`src/rtl/matmul_pkg.sv`:
```
// matmul_pkg: shared types and helpers for the matrix-multiply engine.
//   state_t       FSM state encoding (IDLE / MAC / WRITE / DONE)
//   DEF_*         default element and bus widths
//   row_shift()   brings element `col` of a packed row down to bit 0
//   add_overflow() signed two-operand add overflow from the three sign bits
package matmul_pkg;

  localparam int DEF_DATA_WIDTH = 8;
  localparam int DEF_BUS_WIDTH  = 32;

  // Upper bound on BUS_WIDTH supported by row_shift().
  localparam int MAX_BUS = 128;

  typedef enum logic [1:0] {
    ST_IDLE  = 2'd0,
    ST_MAC   = 2'd1,
    ST_WRITE = 2'd2,
    ST_DONE  = 2'd3
  } state_t;

  // Caller truncates the result to its element width.
  function automatic logic [MAX_BUS-1:0] row_shift(input logic [MAX_BUS-1:0] row,
                                                   input int col,
                                                   input int data_w);
    return row >> (col * data_w);
  endfunction

  function automatic logic add_overflow(input logic a_sign,
                                        input logic b_sign,
                                        input logic sum_sign);
    return (a_sign == b_sign) && (sum_sign != a_sign);
  endfunction

endpackage

```
`src/rtl/matmul_mac_unit.sv`:
```
// matmul_mac_unit: combinational signed multiply-accumulate step.
//   a, b  signed DATA_WIDTH operands
//   acc   current BUS_WIDTH accumulator
//   sum   acc + sext(a*b), wrapping modulo 2^BUS_WIDTH
//   ovf   signed overflow of that addition
module matmul_mac_unit
  import matmul_pkg::*;
#(
  parameter int DATA_WIDTH = DEF_DATA_WIDTH,
  parameter int BUS_WIDTH  = DEF_BUS_WIDTH
) (
  input  logic signed [DATA_WIDTH-1:0] a,
  input  logic signed [DATA_WIDTH-1:0] b,
  input  logic        [BUS_WIDTH-1:0]  acc,
  output logic        [BUS_WIDTH-1:0]  sum,
  output logic                         ovf
);

  logic signed [2*DATA_WIDTH-1:0] prod;
  logic        [BUS_WIDTH-1:0]    prod_ext;

  assign prod     = (2*DATA_WIDTH)'(a) * (2*DATA_WIDTH)'(b);
  assign prod_ext = BUS_WIDTH'(prod);
  assign sum      = acc + prod_ext;
  assign ovf      = add_overflow(acc[BUS_WIDTH-1], prod_ext[BUS_WIDTH-1], sum[BUS_WIDTH-1]);

endmodule

```
`src/rtl/matmul_mac_engine.sv`:
```
// matmul_mac_engine: sequential signed C = A*B (+ bias) engine, one MAC per cycle,
// results streamed out over a valid/ready write-back port.
//   clk_i, rst_i                 clock, synchronous active-high reset
//   start_i, mode_i              job start (IDLE only), accumulate-onto-bias mode
//   n_dim_i, k_dim_i, m_dim_i    dimensions minus one
//   mat_a_i, mat_b_i, bias_i     packed operands, latched at start
//   c_ready_i / c_valid_o        write-back handshake; c_addr_o = n*MAX_DIM+m, c_data_o
//   flags_o                      sticky per-element overflow flags
//   busy_o, done_o               activity level, one-cycle completion pulse
//
// state | meaning
// IDLE  | waiting for start_i
// MAC   | one multiply-accumulate per cycle over k
// WRITE | presenting acc for element (n,m) until c_ready_i
// DONE  | one-cycle done pulse
module matmul_mac_engine
  import matmul_pkg::*;
#(
  parameter  int DATA_WIDTH = DEF_DATA_WIDTH,
  parameter  int BUS_WIDTH  = DEF_BUS_WIDTH,
  localparam int MAX_DIM    = BUS_WIDTH / DATA_WIDTH,
  localparam int DW         = (MAX_DIM > 1) ? $clog2(MAX_DIM) : 1,
  localparam int AW         = (MAX_DIM > 1) ? $clog2(MAX_DIM * MAX_DIM) : 1
) (
  input  logic                                 clk_i,
  input  logic                                 rst_i,
  input  logic                                 start_i,
  input  logic                                 mode_i,
  input  logic [DW-1:0]                        n_dim_i,
  input  logic [DW-1:0]                        k_dim_i,
  input  logic [DW-1:0]                        m_dim_i,
  input  logic [MAX_DIM*BUS_WIDTH-1:0]         mat_a_i,
  input  logic [MAX_DIM*BUS_WIDTH-1:0]         mat_b_i,
  input  logic [MAX_DIM*MAX_DIM*BUS_WIDTH-1:0] bias_i,
  input  logic                                 c_ready_i,
  output logic                                 c_valid_o,
  output logic [AW-1:0]                        c_addr_o,
  output logic [BUS_WIDTH-1:0]                 c_data_o,
  output logic [MAX_DIM*MAX_DIM-1:0]           flags_o,
  output logic                                 busy_o,
  output logic                                 done_o
);

  state_t state_q, state_d;

  logic                                       mode_q;
  logic [DW-1:0]                              n_dim_q, k_dim_q, m_dim_q;
  logic [DW-1:0]                              n_q, k_q, m_q;
  logic [BUS_WIDTH-1:0]                       acc_q;
  logic [MAX_DIM-1:0][BUS_WIDTH-1:0]          a_q, b_q;
  logic [MAX_DIM*MAX_DIM-1:0][BUS_WIDTH-1:0]  bias_q;
  logic [MAX_DIM*MAX_DIM-1:0]                 flags_q;

  logic signed [DATA_WIDTH-1:0] elem_a, elem_b;
  logic [BUS_WIDTH-1:0]         mac_sum;
  logic                         mac_ovf;
  logic [AW-1:0]                cur_addr, next_addr;
  logic [DW-1:0]                next_n, next_m;
  logic                         last_k, last_elem;

  assign elem_a = DATA_WIDTH'(row_shift(MAX_BUS'(a_q[n_q]), int'(k_q), DATA_WIDTH));
  assign elem_b = DATA_WIDTH'(row_shift(MAX_BUS'(b_q[k_q]), int'(m_q), DATA_WIDTH));

  matmul_mac_unit #(
    .DATA_WIDTH (DATA_WIDTH),
    .BUS_WIDTH  (BUS_WIDTH)
  ) u_mac (
    .a   (elem_a),
    .b   (elem_b),
    .acc (acc_q),
    .sum (mac_sum),
    .ovf (mac_ovf)
  );

  assign last_k    = (k_q == k_dim_q);
  assign last_elem = (n_q == n_dim_q) && (m_q == m_dim_q);
  assign next_m    = (m_q == m_dim_q) ? '0 : m_q + DW'(1);
  assign next_n    = (m_q == m_dim_q) ? n_q + DW'(1) : n_q;
  assign cur_addr  = AW'(n_q) * AW'(MAX_DIM) + AW'(m_q);
  assign next_addr = AW'(next_n) * AW'(MAX_DIM) + AW'(next_m);

  always_ff @(posedge clk_i) begin
    if (rst_i) state_q <= ST_IDLE;
    else       state_q <= state_d;
  end

  always_comb begin
    state_d = state_q;
    case (state_q)
      ST_IDLE:  if (start_i) state_d = ST_MAC;
      ST_MAC:   if (last_k) state_d = ST_WRITE;
      ST_WRITE: if (c_ready_i) state_d = last_elem ? ST_DONE : ST_MAC;
      ST_DONE:  state_d = ST_IDLE;
      default:  state_d = ST_IDLE;
    endcase
  end

  // Address/data are forced to zero outside WRITE so the port is quiet when idle.
  always_comb begin
    c_valid_o = (state_q == ST_WRITE);
    c_addr_o  = c_valid_o ? cur_addr : '0;
    c_data_o  = c_valid_o ? acc_q : '0;
    busy_o    = (state_q != ST_IDLE);
    done_o    = (state_q == ST_DONE);
  end

  assign flags_o = flags_q;

  always_ff @(posedge clk_i) begin
    if (rst_i) begin
      mode_q  <= 1'b0;
      n_dim_q <= '0;
      k_dim_q <= '0;
      m_dim_q <= '0;
      n_q     <= '0;
      k_q     <= '0;
      m_q     <= '0;
      acc_q   <= '0;
      a_q     <= '0;
      b_q     <= '0;
      bias_q  <= '0;
      flags_q <= '0;
    end else begin
      case (state_q)
        ST_IDLE: begin
          if (start_i) begin
            mode_q  <= mode_i;
            n_dim_q <= n_dim_i;
            k_dim_q <= k_dim_i;
            m_dim_q <= m_dim_i;
            a_q     <= mat_a_i;
            b_q     <= mat_b_i;
            bias_q  <= bias_i;
            n_q     <= '0;
            k_q     <= '0;
            m_q     <= '0;
            flags_q <= '0;
            acc_q   <= mode_i ? bias_i[BUS_WIDTH-1:0] : '0;
          end
        end
        ST_MAC: begin
          acc_q <= mac_sum;
          if (mac_ovf) flags_q[cur_addr] <= 1'b1;
          if (!last_k) k_q <= k_q + DW'(1);
        end
        ST_WRITE: begin
          if (c_ready_i && !last_elem) begin
            n_q   <= next_n;
            m_q   <= next_m;
            k_q   <= '0;
            acc_q <= mode_q ? bias_q[next_addr] : '0;
          end
        end
        default: ;
      endcase
    end
  end

endmodule

```
`config.mk`:
```
export PLATFORM = sky130hd
export DESIGN_NAME = matmul_mac_engine
export DESIGN_NICKNAME = d
export VERILOG_FILES = /design/src/rtl/matmul_pkg.sv /design/src/rtl/matmul_mac_unit.sv /design/src/rtl/matmul_mac_engine.sv
export SDC_FILE = /design/constraint.sdc
export NUM_CORES = 2
export LEC_CHECK = 0
export CAP_MARGIN = 0
export CORE_ASPECT_RATIO = 0.5
export CORE_MARGIN = 10
export CORE_UTILIZATION = 30
export CTS_BUF_LIST = sky130_fd_sc_hd__clkbuf_2
export CTS_CLUSTER_SIZE = 24
export DETAILED_ROUTE_END_ITERATION = 12
export PLACE_DENSITY = 0.61
export REMOVE_ABC_BUFFERS = 1
export SYNTH_ARGS = -nofsm -noshare
export SYNTH_HDL_FRONTEND = slang
export SYNTH_SLANG_ARGS = --single-unit
```
`constraint.sdc`:
```
create_clock -name clk_i -period 10.2 [get_ports clk_i]
set_input_delay 3.06 -clock clk_i [delete_from_list [all_inputs] [get_ports clk_i]]
set_output_delay 3.06 -clock clk_i [all_outputs]
set_load 0.005 [all_outputs]
```
==> impl_metrics.yaml <==
finish:
  area_growth_pct: 29.1
  nets: 6610
  fin_util: 0.390
  drive_gt1_frac: 0.0824
setup_path:
  critPathBufInv: 5
  worst_ep_required_time_ns: 11.68
  critical-path-top-delay-family: "compound AO/OA/AOI/OAI gates"
  path_class: "flop to flop"
  end_kind: "flop"
  crit_path_max_incr_delay_ns: 0.94
  slowest_stage: "dfxtp_4"
  crit_path_start_kind: "flop"
  cp.arrival_ns: 10.22
  critPathMaxFanout: 45
clocking:
  post_cts_buffers: 0
  cts_sinks: 831
  cts-root-buf: "clkbuf_2"
  insertion_delay_ns: 1.63
  clockBufferDepth: 3
  cts_resized: 0
  clkSlewWorstSetupHoldPaths_ns: 0.13
  cts-hold-fix-buffers: 0
  cts_htree_levels: 4
  cts_made_buffers: 196
  cts_tree: "yes"
run:
  max_cap_violations: 0
die:
  core_um2: 132000
  fp.dieW_um: 535
  initial_core_util: 0.302
  row_count: 94
  fp.dieH_um: 277
  die_area_um2: 148000
  io_pins: 834
sta:
  timing.final.ws_setup_ns: 1.47
  slew_headroom: 0.176
  whs_ns: 0.457
  min_period_ns: 8.73
  finClkSkew_ns: 0.0984
  hold_viol: 0
  setup_viol: 0
  fin_crit_sh: 0.856
  drv_slew: 0
  rsz0062_at_grt: "false"
  worst_slew_pin_slew_ns: 1.24
  max_freq_mhz: 115
  tns_ns: 0
power:
  powerDensity_nw_per_um2: 219
  leakagePower_uw: 0.0191
  ir_drop_mv: 0.199
logic_synthesis:
  syn_inst: 5030
  synth.top_cell.area_share: 0.418
  syn_area_um2: 39800
  synth-seq-cells: 831
  synth_area_leaders: "dfxtp_1 42%, nand2_1 16%, a21oi_1 11%"
  synth_cell_type_count: 85
  synth_top_cells_by_count: "1735 x nand2_1, 874 x a21oi_1, 831 x dfxtp_1"
  async_flop_share: 0
  seq_area_frac_synth: 0.418
  yosysMostFrequentCell: "nand2_1"
  yosys_warnings: 0
  synth_edf_count: 0
  yosys.area.top_type: "dfxtp_1"
  synth_flop_cell: "dfxtp_1"
  syn_avg_cell_area_um2: 7.91
global_routing:
  grt_pass1_vias: 37700
  track_usage: 0.212
  grt_pass1_wl_um: 242000
  antenna_found_initial: 66
  overflow: 0
  grt_max_degree: 219
route:
  drc: 0
  routed_via_density: 5.05
  wl_um: 167000
  drt_iter0_drc: 3257
  detail-route-antenna-nets: 0
  post_drt_wl_per_cell_um: 21.6
  dr.pass1.iters: 6
  num_vias: 38900
placement:
  dp_slack_ns: 1.51
  place_congestion: 0.861
  hpwl_um: 118000
  io_buffers: 833
status:
  status: "completed"
worst_hold_path:
  hp-class: "flop to flop"
## routing by layer
metal / GRT usage / wire (µm) / share of wire
met4: 0.112 / 6730 / 0.040
met3: 0.0361 / 8570 / 0.051
met5: 0 / 47 / 0.00028
met2: 0.366 / 84500 / 0.51
met1: 0.252 / 66800 / 0.40
## kinds of logic (layout without fill, tap and decap cells)
kind of cell             after synthesis  after routing  synth area share
AO/OA/AOI/OAI                       1335           1335             0.201
flip-flops                           831            831             0.418
multiplexers                         124            124            0.0605
AND/OR/NAND/NOR                     2057           2057             0.209
XOR/XNOR                              46             46            0.0103
buffers and inverters                508           1337            0.0506
adder cells (fa/ha/maj)              129            129            0.0511
other                                  0             62                 0
## through the flow
step / cells / power (µW) / instance area (µm²)
final: 7697 / 11200 / 51400
after global routing: 7696 / 12000 / 51400
after CTS: 7635 / 11300 / 51200
after detailed placement: 7280 / 8870 / 49300
after global placement: 7280 / 8840 / 49300
after floorplan: 4621 / 7920 / 38100
## layout by cell type (no fill, tap or decap), types with 22 or more instances in the layout
cell	synthesis	final
a21oi_1	874	874
dfxtp_1	831	826
ha_1	73	70
clkbuf_2	0	278
clkdlybuf4s50_1	0	831
nand2_1	1735	1734
diode_2	0	62
a211oi_1	64	64
and3_1	31	31
and2_1	85	83
o21ai_0	56	56
mux2i_1	22	22
inv_1	99	98
nor2_1	62	62
fa_1	56	56
a221oi_1	105	105
mux4_2	92	92
xnor2_1	29	28
buf_4	6	41
nand3_1	37	37
a311oi_1	26	26
nor3_1	46	46
clkinv_1	0	51
## power breakdown
part / leakage, µW / internal [µW] / switching, µW
clock: 0.00140 / 929 / 1490
combinational: 0.0108 / 1650 / 2940
sequential: 0.00681 / 3860 / 391
## tightest hold or removal path: cells and delay by family (launching register included)
family	cells	cell delay, ns
AO/OA/AOI/OAI	1	0.05
flip-flops	1	0.32
AND/OR/NAND/NOR	1	0.05
## state kept, by name (all words and copies together), names as in the netlist
signal and flops:
flags_o 16, n_dim_q 2, mode_q 1, m_dim_q 2
acc_q 32, bias_q 512, m_q 2, k_dim_q 2
a_q 128, b_q 128, state_q 2, n_q 2
k_q 2
## final cells by class
type	count	area, µm²
Clock inverter	77	531
Fill cell	13800	80300
Timing Repair Buffer	883	8830
Antenna cell	62	155
Clock buffer	278	1390
Tap cell	1776	2220
Multi-Input combinational cell	3691	21200
Sequential cell	831	16600
Inverter	99	377
## final timing paths
path	to	from	cells after the start	slack [ns]
min reg2reg	a_q[107]$_SDFFE_PP0P_	a_q[107]$_SDFFE_PP0P_	2	0.46
max reg2reg	flags_o[15]$_SDFFE_PP0P_	k_q[0]$_SDFFE_PP0P_	29	1.47
max	flags_o[15]$_SDFFE_PP0P_	k_q[0]$_SDFFE_PP0P_	29	1.47
min	a_q[107]$_SDFFE_PP0P_	a_q[107]$_SDFFE_PP0P_	2	0.46
Power figures use the tool's default switching activity.
